[src/rtl/arf028b032e2r2w0cbbehraa4acw_wr_pkg.sv]
// Shared constants and types for the latch-array write staging stage.
package arf028b032e2r2w0cbbehraa4acw_wr_pkg;

  localparam int unsigned NUM_ENTRIES = 28;
  localparam int unsigned DATA_WIDTH  = 32;
  localparam int unsigned ADDR_WIDTH  = 5;

  localparam logic [ADDR_WIDTH-1:0] LAST_ENTRY = ADDR_WIDTH'(27);

  typedef enum logic {
    INIT,
    IDLE
  } state_e;

endpackage

[src/rtl/arf028b032e2r2w0cbbehraa4acw_wr_dec.sv]
// Address to one-hot entry decode with an in-range flag.
module arf028b032e2r2w0cbbehraa4acw_wr_dec #(
  parameter int unsigned N  = 28,
  parameter int unsigned AW = 5
) (
  input  logic [AW-1:0] addr_i,
  output logic [N-1:0]  onehot_o,
  output logic          in_range_o
);

  always_comb begin
    onehot_o = '0;
    for (int unsigned i = 0; i < N; i++) begin
      onehot_o[i] = (addr_i == AW'(i));
    end
    in_range_o = (32'(addr_i) < N);
  end

endmodule

[src/rtl/arf028b032e2r2w0cbbehraa4acw_wr_stage.sv]
// Two-port write staging: registered one-hot enables and data for the latch
// array, same-entry collision resolution, and a clear-all sequencer.
module arf028b032e2r2w0cbbehraa4acw_wr_stage
  import arf028b032e2r2w0cbbehraa4acw_wr_pkg::*;
(
  input  logic                   clk,
  input  logic                   rst,
  input  logic [1:0]             wr_en_i,
  input  logic [ADDR_WIDTH-1:0]  wr_addr0_i,
  input  logic [ADDR_WIDTH-1:0]  wr_addr1_i,
  input  logic [DATA_WIDTH-1:0]  wr_data0_i,
  input  logic [DATA_WIDTH-1:0]  wr_data1_i,
  input  logic                   init_req_i,
  output logic                   wr_ready_o,
  output logic                   init_busy_o,
  output logic [NUM_ENTRIES-1:0] arr_we0_o,
  output logic [NUM_ENTRIES-1:0] arr_we1_o,
  output logic [DATA_WIDTH-1:0]  arr_wdata0_o,
  output logic [DATA_WIDTH-1:0]  arr_wdata1_o,
  output logic                   collide_o,
  output logic                   addr_err_o
);

  state_e                 state_q, state_d;
  logic [ADDR_WIDTH-1:0]  cnt_q, cnt_d;
  logic [NUM_ENTRIES-1:0] we0_q, we0_d, we1_q, we1_d;
  logic [DATA_WIDTH-1:0]  wdata0_q, wdata0_d, wdata1_q, wdata1_d;
  logic                   collide_q, collide_d;
  logic                   addr_err_q, addr_err_d;

  logic [NUM_ENTRIES-1:0] oh0, oh1, cnt_oh;
  logic                   in0, in1, cnt_in;
  logic                   v0, v1;

  arf028b032e2r2w0cbbehraa4acw_wr_dec #(.N(NUM_ENTRIES), .AW(ADDR_WIDTH)) u_dec0 (
    .addr_i     (wr_addr0_i),
    .onehot_o   (oh0),
    .in_range_o (in0)
  );

  arf028b032e2r2w0cbbehraa4acw_wr_dec #(.N(NUM_ENTRIES), .AW(ADDR_WIDTH)) u_dec1 (
    .addr_i     (wr_addr1_i),
    .onehot_o   (oh1),
    .in_range_o (in1)
  );

  // cnt never exceeds LAST_ENTRY, so its range flag is unused.
  arf028b032e2r2w0cbbehraa4acw_wr_dec #(.N(NUM_ENTRIES), .AW(ADDR_WIDTH)) u_dec_cnt (
    .addr_i     (cnt_q),
    .onehot_o   (cnt_oh),
    .in_range_o (cnt_in)
  );

  always_comb begin
    state_d    = state_q;
    cnt_d      = cnt_q;
    we0_d      = '0;
    we1_d      = '0;
    wdata0_d   = wdata0_q;
    wdata1_d   = wdata1_q;
    collide_d  = 1'b0;
    addr_err_d = addr_err_q;
    v0         = 1'b0;
    v1         = 1'b0;
    case (state_q)
      INIT: begin
        we0_d    = cnt_oh;
        wdata0_d = '0;
        if (cnt_q == LAST_ENTRY) begin
          state_d = IDLE;
          cnt_d   = '0;
        end else begin
          cnt_d = cnt_q + ADDR_WIDTH'(1);
        end
      end
      IDLE: begin
        v0        = wr_en_i[0] && in0;
        v1        = wr_en_i[1] && in1;
        collide_d = v0 && v1 && (wr_addr0_i == wr_addr1_i);
        if (v0 && !collide_d) we0_d = oh0;
        if (v1)               we1_d = oh1;
        if (v0) wdata0_d = wr_data0_i;
        if (v1) wdata1_d = wr_data1_i;
        if ((wr_en_i[0] && !in0) || (wr_en_i[1] && !in1)) addr_err_d = 1'b1;
        if (init_req_i) begin
          state_d = INIT;
          cnt_d   = '0;
        end
      end
      default: begin
        state_d = INIT;
        cnt_d   = '0;
      end
    endcase
  end

  always_ff @(posedge clk or posedge rst) begin
    if (rst) begin
      state_q    <= INIT;
      cnt_q      <= '0;
      we0_q      <= '0;
      we1_q      <= '0;
      wdata0_q   <= '0;
      wdata1_q   <= '0;
      collide_q  <= 1'b0;
      addr_err_q <= 1'b0;
    end else begin
      state_q    <= state_d;
      cnt_q      <= cnt_d;
      we0_q      <= we0_d;
      we1_q      <= we1_d;
      wdata0_q   <= wdata0_d;
      wdata1_q   <= wdata1_d;
      collide_q  <= collide_d;
      addr_err_q <= addr_err_d;
    end
  end

  assign wr_ready_o   = (state_q == IDLE);
  assign init_busy_o  = (state_q == INIT);
  assign arr_we0_o    = we0_q;
  assign arr_we1_o    = we1_q;
  assign arr_wdata0_o = wdata0_q;
  assign arr_wdata1_o = wdata1_q;
  assign collide_o    = collide_q;
  assign addr_err_o   = addr_err_q;

  logic unused_cnt_in;
  assign unused_cnt_in = cnt_in;

endmodule
[config.mk]
export PLATFORM = sky130hd
export DESIGN_NAME = arf028b032e2r2w0cbbehraa4acw_wr_stage
export DESIGN_NICKNAME = d
export VERILOG_FILES = /design/src/rtl/arf028b032e2r2w0cbbehraa4acw_wr_pkg.sv /design/src/rtl/arf028b032e2r2w0cbbehraa4acw_wr_dec.sv /design/src/rtl/arf028b032e2r2w0cbbehraa4acw_wr_stage.sv
export SDC_FILE = /design/constraint.sdc
export NUM_CORES = 1
export LEC_CHECK = 0
export ABC_AREA = 1
export BUFFER_PORTS_ARGS = -buffer_cell sky130_fd_sc_hd__buf_2
export CORE_ASPECT_RATIO = 1.75
export CORE_MARGIN = 4
export CORE_UTILIZATION = 30
export CTS_CLUSTER_SIZE = 25
export DETAILED_ROUTE_END_ITERATION = 12
export SYNTH_ARGS = -nofsm -noshare
export SYNTH_HDL_FRONTEND = slang
export SYNTH_SLANG_ARGS = --single-unit
export TNS_END_PERCENT = 20
[constraint.sdc]
create_clock -name clk -period 8.87 [get_ports clk]
set_input_delay 0.887 -clock clk [delete_from_list [all_inputs] [get_ports clk]]
set_output_delay 0.887 -clock clk [all_outputs]
set_load 0.03 [all_outputs]
==> impl_metrics.json, run 1 <==
{
  "grt_max_degree": 77,
  "start_util": 0.307,
  "ctsRootBufferMaster": "clkbuf_16",
  "die_area_mm2": 0.0203,
  "drt_wl_total_mm": 15.7,
  "synth_seq_cells": 128,
  "cts_buffer_depth": 2,
  "setup_ws_ps": 6470,
  "vias_per_cell": 4.43,
  "path_common_cell": "nand2_1",
  "yosysMostFrequentCell": "nand2_1",
  "worst-path-buf-inv": 2,
  "synthCells": 631,
  "io_buffers": 202,
  "crit_slowest_cell": "nor2_4",
  "post-place-ws_ps": 5950,
  "die_y_um": 186,
  "fin_setup_tns_ps": 0,
  "routedWlPerCell_um": 14.8,
  "cts_tree": "built",
  "pin_count": 203,
  "start_kind": "primary input",
  "hold_viol_final": 0,
  "gp_congestion": 0.822,
  "path_cells": "buf_2 > nand2_1 > inv_2 > nand2_1 > nand2_2 > nor2_4 > nand2_1 > nor2_1",
  "nNetsFinal": 904,
  "dr.first_iter.drc_count": 195,
  "hold_buffers": 0,
  "max_stage_delay_ps": 630,
  "grt_pass1_vias": 4753,
  "worstSetupEndpointType": "flip-flop",
  "p_per_area_mw_per_mm2": 291,
  "crit_fanout": 36,
  "antenna_cells": 0,
  "synth_area_leaders": "dfrtp_1 (59%), nand2_1 (17%), nor2_1 (5.7%), nand3_1 (3.7%), nand3_2 (2.0%)",
  "num_vias": 4718,
  "synth.avg_cell_area_um2": 8.58,
  "crit_type": "primary input to flip-flop",
  "post_cts_resized": 0,
  "ir_worst_vdd_v": 0.000126,
  "postCtsSetupBuffers": 0,
  "fmax_mhz": 416,
  "antenna_found_initial": 0,
  "period_share": 0.271,
  "synth_edf_count": 0,
  "route.detailed.drc": 0,
  "post_synth_instance_area_mm2": 0.00542,
  "final_layout_size_suffix_gt1_frac": 0.312,
  "ys_warn_count": 0,
  "clk_pin_slew_ps": 60,
  "min_period_ps": 2400,
  "cp_top_family": "simple AND/OR/NAND/NOR gates",
  "cap_viol_max_count": 0,
  "first_pass_iters": 4,
  "worst-slew-pin-transition_ps": 931,
  "row_count": 64,
  "gr-usage-all-layers": 0.157,
  "syn_nets": 715,
  "hpwl_mm": 11.7,
  "rsz0062_at_grt": "no",
  "dieWidth_um": 110,
  "grt_first_pass_wirelength_mm": 24.4,
  "netlist_top_cells_count": "nand2_1 (247), dfrtp_1 (128), nor2_1 (82)",
  "seq_area_frac_synth": 0.591,
  "yosys.cell_types.count": 26,
  "yosys.area.top_type": "dfrtp_1",
  "htreeDepth": 4,
  "cts_sinks": 128,
  "area_growth_pct": 32.8,
  "grt-ovfl-total": 0,
  "final_antenna_net_count": 0,
  "worst_ep_arrival_time_ps": 2710,
  "synthArstFlopShare": 1.00,
  "clock_latency_ps": 410,
  "hold_path.class": "flip-flop to flip-flop",
  "p_leak_nw": 3.95,
  "synth-main-ff-cell": "dfrtp_1",
  "core_area_mm2": 0.0176,
  "setup_viol": 0,
  "numCtsBuffers": 17,
  "status": "finished, final reports clean",
  "cp.required_ps": 9180,
  "synth_top_area_frac": 0.591,
  "relSlewSlack": 0.379,
  "slew_viol_final": 0,
  "skew_ps": 15.0
}
[routing by layer]
metal	track usage	vias up	routed length, µm
met5	0	-	0
met4	0.0769	0	469
met1	0.165	2192	5800
li1	-	2345	-
met2	0.281	154	8410
met3	0.0441	27	1060
[sequential cells by signal, indices dropped and copies added, names as in the netlist]
name	cells
collide_o	1
wr_ready_o	1
arr_we1_o	28
addr_err_o	1
arr_wdata1_o	32
arr_we0_o	28
cnt_q	5
arr_wdata0_o	32
[stage by stage]
stage / hold slack [ps] / instance area [µm²] / utilization / cells / power [mW]
2_1_floorplan: 531 / 5420 / - / 631 / 1.17
3_3_place_gp: 449 / 6550 / 0.372 / 1032 / 1.36
3_5_place_dp: 453 / 6550 / 0.372 / 1032 / 1.36
4_1_cts: 467 / 7190 / 0.408 / 1064 / 2.12
5_1_grt: 483 / 7190 / 0.408 / 1064 / 2.21
6_report: 465 / 7190 / 0.408 / 1064 / 2.09
[worst paths after layout]
kind,cells past startpoint,slack [ps],from,end
hold reg to reg,2,460,arr_wdata1_o[29],arr_wdata1_o[29]
setup / recovery,8,6470,wr_addr1_i[2],arr_we1_o[1]
hold / removal,2,460,arr_wdata1_o[29],arr_wdata1_o[29]
setup reg to reg,4,6700,wr_ready_o,arr_we1_o[1]
max in group asynchronous,3,6870,rst,arr_we0_o[17]
min in group asynchronous,2,580,rst,arr_wdata1_o[28]
[cell usage in the layout, fill, tap and decap left out]
cell        Yosys  layout
nand2_1       247     247
buf_2          20     202
dfrtp_1       128     128
nor2_1         82      82
nand3_1        40      40
inv_1          22      21
o21ai_0        17      17
clkbuf_16       0      17
a21oi_1        16      16
nand3_2        11      11
nor3_1          7       7
inv_2           6       6
ha_1            5       5
xor2_1          4       4
bufinv_16       0       4
o22ai_1         3       3
clkinv_2        0       3
clkinvlp_4      0       3
nand2_2         2       2
o21ai_1         2       2
clkbuf_8        0       2
inv_6           0       2
buf_4           2       2
nand2_4         1       1
or2_2           1       1
nor2_4          1       1
xnor2_1         1       1
nor2_2          1       1
inv_4           0       1
clkinv_4        0       1
[cells by family (layout without fill, tap and decap cells)]
logic type                 Yosys count  in the layout  share of synthesized area
and+or+nand+nor                    393            393                      0.301
DFF                                128            128                      0.591
buffers and inverters               62            264                     0.0524
AOI/OAI and AO/OA                   38             38                     0.0358
adders and majority gates            5              5                     0.0116
xor gates and xnor gates             5              5                    0.00809
[area by class of cell]
type | count | area [µm²]
inverter | 28 | 108
tap | 231 | 289
timing repair buffer | 204 | 1030
fill | 1872 | 10400
multi-input combinational | 441 | 1930
sequential | 128 | 3200
clock buffer | 19 | 453
clock inverter | 13 | 184
[where the power goes]
| group | internal [mW] | switching (mW) |
|---|---|---|
| combinational | 0.154 | 0.437 |
| sequential | 0.694 | 0.0595 |
| clock | 0.486 | 0.261 |
| total | 1.33 | 0.758 |
[tightest hold or removal path, delay by kind of cell (launching register included)]
family,cells,cell delay (ps)
DFF,1,330
and+or+nand+nor,2,100
(Power assumes the default switching activity.)
==> run 2, diff against run 1 <==
- ABC_AREA: 1 -> 0
- clock period: 8.87 -> 2 ns (I/O delays scaled with it)
==> run 2 against run 1 <==
  * The flow now finishes with violations (hold timing)
  * Global-route usage down 0.47 points
  * Synthesized area fell by 6.2%
  * Hold slack got worse by 480 ps
  * Final area decreased by 2.2%
  * Register-to-register slack got worse by 6400 ps
  * Via count shrank 11%
  * Critical path depth is 5 lower
  * Synthesized cell count shrank 26%
  * Sequential cell count did not move
  * Critical endpoint is now init_busy_o
  * Largest power group unchanged
==> impl_metrics.json, run 2 <==
{
  "status": "finished with violations",
  "violations": "hold timing",
  "start_kind": "flip-flop",
  "antenna_cells": 0,
  "grt_pass1_vias": 4468,
  "ir_worst_vdd_v": 0.000624,
  "multi_input_area_mm2": 0.00173,
  "setup_ws_ps": 145,
  "io_buffers": 202,
  "grt_first_pass_wirelength_mm": 22.9,
  "core_area_mm2": 0.0165,
  "synth.avg_cell_area_um2": 10.9,
  "routedWlPerCell_um": 15.6,
  "yosys.cell_types.count": 34,
  "row_count": 62,
  "switchingPower_mw": 3.28,
  "worst-slew-pin-transition_ps": 678,
  "hold_ws_ps": -12.3,
  "synth_seq_cells": 128,
  "worst_ep_arrival_time_ps": 1660,
  "area_growth_pct": 38.4,
  "nNetsFinal": 761,
  "synth_area_leaders": "dfrtp_1 (63%), nand2_1 (8.1%), mux2_2 (6.0%), a21oi_1 (3.3%), o22ai_1 (3.2%)",
  "yosys.area.top_type": "dfrtp_1",
  "placed_cells_incl_taps": 877,
  "final_core_util": 0.425,
  "layout_common_cells": "buf_2 (202), dfrtp_1 (128), nand2_1 (109)",
  "hold_path.class": "primary input to async pin",
  "synth-main-ff-cell": "dfrtp_1",
  "pin_count": 203,
  "clk_pin_slew_ps": 60,
  "layout.cells.non_filler": 914,
  "p_leak_nw": 3.59,
  "start_util": 0.307,
  "ctsRootBufferMaster": "clkbuf_16",
  "final_antenna_net_count": 0,
  "cts_tree": "built",
  "grt_max_degree": 129,
  "p_int_mw": 5.85,
  "skew_ps": 10.0,
  "dr.first_iter.drc_count": 112,
  "gp_congestion": 0.792,
  "seq_area_frac_synth": 0.631,
  "placed_cell_area_mm2": 0.00639,
  "vias_per_cell": 4.60,
  "yosysMostFrequentCell": "dfrtp_1",
  "p_seq_frac": 0.371,
  "cts_buffer_depth": 2,
  "syn_nets": 549,
  "p_per_area_mw_per_mm2": 1300,
  "post_synth_instance_area_mm2": 0.00508,
  "hpwl_mm": 10.7,
  "slew_viol_final": 0,
  "comb_power_share": 0.297,
  "period_share": 0.928,
  "total_power_mw": 9.13,
  "synthArstFlopShare": 1.00,
  "pwr-share-clk": 0.332,
  "die_y_um": 180,
  "min_period_ps": 1860,
  "layout_commonest_cell": "buf_2",
  "seqCellArea_mm2": 0.00320,
  "htreeDepth": 4,
  "cap_viol_max_count": 0,
  "rsz0062_at_grt": "no",
  "first_pass_iters": 4,
  "ys_warn_count": 0,
  "drt_wl_total_mm": 14.2,
  "post_cts_resized": 0,
  "antenna_found_initial": 0,
  "synth_top_area_frac": 0.631,
  "fmax_mhz": 539,
  "clock_latency_ps": 410,
  "die_area_mm2": 0.0192,
  "cp.required_ps": 1800,
  "gr-usage-all-layers": 0.152,
  "fin_setup_tns_ps": 0,
  "synth_edf_count": 0,
  "numCtsBuffers": 17,
  "num_vias": 4201,
  "worstSetupEndpointType": "output pin",
  "relSlewSlack": 0.548,
  "route.detailed.drc": 0,
  "cts_sinks": 128,
  "switching_share": 0.359,
  "post-place-ws_ps": 331,
  "hold_viol_final": 6,
  "setup_viol": 0,
  "final_layout_size_suffix_gt1_frac": 0.406,
  "grt-ovfl-total": 0,
  "crit_fanout": 12,
  "design_area_mm2": 0.00703,
  "dieWidth_um": 106,
  "crit_type": "flip-flop to output pin",
  "synthCells": 465,
  "netlist_top_cells_count": "dfrtp_1 (128), nand2_1 (109), a21oi_1 (33)",
  "n_fill_cell": 1617
}
==> run 2: cell types whose count changed in the layout (fill, tap and decap cells not counted), sizes merged, moves of 8 or more <==
cell	change
buf	+12
o22ai	+23
nor2	-53
nand2b	+8
nand3	-46
o21ai	-15
nand2	-141
a21oi	+18
inv	-20
mux2	+33
==> run 2: layout make-up <==
type / count / area share
inverters: 7 / 0.00427
flip-flops and latches: 128 / 0.456
multi-input cells: 302 / 0.246
well taps: 224 / 0.0399
clock buffers: 18 / 0.0610
clock inverters: 14 / 0.0224
repair buffers: 221 / 0.171
==> run 2: path summary, 6_finish.rpt <==
kind                                        from               end  slack (ps)  cells past startpoint
worst min-delay path                         rst  arr_wdata1_o[26]         -10                      3
worst min register to register  arr_wdata1_o[16]  arr_wdata1_o[16]         480                      1
min in group clk                  wr_data1_i[14]  arr_wdata1_o[14]          20                      2
max in group asynchronous                    rst  arr_wdata0_o[14]        1500                      3
worst max register to register        wr_ready_o  arr_wdata1_o[17]         310                      4
worst max-delay path                  wr_ready_o       init_busy_o         140                      3
==> run 2: timing repair <==
| item | CTS | global route |
|---|---|---|
| hold buffers | 5 | 0 |
| setup buffers | 0 | 0 |
| hold endpoints to repair | 5 | 0 |
==> run 2: per-layer routing <==
layer  vias up  wire length [µm]  GRT usage
li1       1996                 -          -
met1      2019              5190      0.161
met2       150              7790      0.278
met3        36               767     0.0323
met4         0               486     0.0773
met5         -                 0          0
==> run 2: critical path, cell delays in order (launching register included) <==
cell	delay, ps
dfrtp_1	500
inv_1	360
buf_4	190
buf_2	190
==> run 2: kinds of logic after synthesis <==
| family | count (synthesis) | share of synthesized area |
|---|---|---|
| compound gates | 71 | 0.0813 |
| xor+xnor | 4 | 0.00690 |
| buf+inv | 35 | 0.0323 |
| fa+ha+maj | 5 | 0.0123 |
| mux | 33 | 0.0732 |
| flops | 128 | 0.631 |
| simple gates | 189 | 0.163 |
==> run 2: power by group through the flow <==
stage / clock network, mW / registers [mW] / logic [mW]
6_report: 3.03 / 3.38 / 2.71
5_1_grt: 3.26 / 3.45 / 2.92
4_1_cts: 3.14 / 3.39 / 2.75
3_5_place_dp: 0 / 3.44 / 2.74
3_3_place_gp: 0 / 3.42 / 2.69
2_1_floorplan: 0 / 4.32 / 0.951
==> run 3, diff against run 2 <==
- HOLD_SLACK_MARGIN: default -> 0.1
==> run 3 against run 2 <==
  * The flow now finishes without violations
  * Final area rose by 8.7%
  * Clock power is essentially flat
  * Power up 1.2%
  * Sequential share of layout area shrank 3.7 points
  * Clock-buffer cell count unchanged
  * Utilization increased by 3.7 points
  * Wire length grew 6.4%
  * Global-route usage up 0.96 points
  * Fmax is 0.71% lower
  * Critical endpoint unchanged
  * Largest cell class unchanged
  * Largest power group unchanged
==> impl_metrics.json, run 3 (same netlist as run 2, synthesis figures left out) <==
{
  "skew_ps": 10.1,
  "worst-slew-pin-transition_ps": 682,
  "hold_path.class": "primary input to flip-flop",
  "grt-ovfl-total": 0,
  "hold_buffers": 66,
  "routedWlPerCell_um": 15.5,
  "core_area_mm2": 0.0165,
  "postCtsSetupBuffers": 0,
  "htreeDepth": 4,
  "design_area_mm2": 0.00764,
  "fin_setup_tns_ps": 0,
  "hpwl_mm": 10.7,
  "setup_viol": 0,
  "ctsRootBufferMaster": "clkbuf_16",
  "placed_cell_area_mm2": 0.00639,
  "status": "finished, final reports clean",
  "cts_tree": "built",
  "grt_first_pass_wirelength_mm": 24.3,
  "num_vias": 4469,
  "dr.first_iter.drc_count": 119,
  "p_per_area_mw_per_mm2": 1210,
  "clock_latency_ps": 410,
  "layout_common_cells": "buf_2 (202), dfrtp_1 (128), nand2_1 (109)",
  "antenna_found_initial": 0,
  "gp_congestion": 0.792,
  "area_growth_pct": 50.5,
  "relSlewSlack": 0.545,
  "p_leak_nw": 3.85,
  "cap_viol_max_count": 0,
  "worst_ep_arrival_time_ps": 1670,
  "numCtsBuffers": 17,
  "die_y_um": 180,
  "gr-usage-all-layers": 0.162,
  "rsz0062_at_grt": "no",
  "min_period_ps": 1870,
  "io_buffers": 202,
  "hold_ws_ps": 120,
  "final_layout_size_suffix_gt1_frac": 0.373,
  "start_util": 0.307,
  "die_area_mm2": 0.0192,
  "post-place-ws_ps": 331,
  "final_core_util": 0.463,
  "grt_pass1_vias": 4808,
  "clk_pin_slew_ps": 60,
  "dieWidth_um": 106,
  "layout_commonest_cell": "buf_2",
  "start_kind": "flip-flop",
  "setup_ws_ps": 131,
  "crit_type": "flip-flop to output pin",
  "grt_max_degree": 129,
  "placed_cells_incl_taps": 877,
  "cp.required_ps": 1800,
  "nNetsFinal": 822,
  "crit_fanout": 12,
  "first_pass_iters": 4,
  "pin_count": 203,
  "worstSetupEndpointType": "output pin",
  "row_count": 62,
  "post_cts_resized": 0,
  "drt_wl_total_mm": 15.1,
  "ir_worst_vdd_v": 0.000624,
  "layout.cells.non_filler": 976,
  "hold_viol_final": 0,
  "cts_buffer_depth": 2,
  "total_power_mw": 9.23,
  "cts_sinks": 128,
  "slew_viol_final": 0,
  "n_fill_cell": 1524,
  "period_share": 0.934,
  "route.detailed.drc": 0,
  "final_antenna_net_count": 0,
  "vias_per_cell": 4.58,
  "fmax_mhz": 535
}
-- run 3: layer usage --
metal  up-vias  GRT usage  part of all wire
met5         -          0                 0
met4         0     0.0960             0.045
met3        51     0.0359             0.051
met2       170      0.294              0.54
met1      2131      0.165              0.36
li1       2117          -                 -
-- run 3: path summary, 6_finish.rpt --
check / slack [ps] / cells past startpoint / from / to
min: 120 / 2 / wr_addr1_i[0] / arr_we1_o[20]
min in group asynchronous: 550 / 4 / rst / arr_wdata1_o[26]
max reg2reg: 310 / 4 / wr_ready_o / arr_wdata1_o[17]
min reg2reg: 480 / 1 / arr_wdata1_o[21] / arr_wdata1_o[21]
max: 130 / 3 / wr_ready_o / init_busy_o
max in group asynchronous: 930 / 4 / rst / arr_wdata0_o[14]
-- run 3: worst max-delay path, stage by stage, from the launching register on --
cell and delay (ps):
dfrtp_1 500, inv_1 370, buf_4 190, buf_2 190
-- run 3: cell type report --
class                           count  area, µm²  share of cell area
Antenna cell                        1       2.50            0.000327
Clock buffer                       18        429              0.0561
Clock inverter                     14        158              0.0206
Inverter                            7       30.0             0.00393
Multi-Input combinational cell    302       1730               0.226
Sequential cell                   128       3200               0.419
Tap cell                          224        280              0.0367
Timing Repair Buffer              282       1810               0.237
-- run 3: report_power, final --
part	switching (mW)	internal, mW	total, mW
clock	1.18	1.85	3.04
sequential	0.284	3.10	3.38
combinational	1.84	0.976	2.81
total	3.30	5.93	9.23
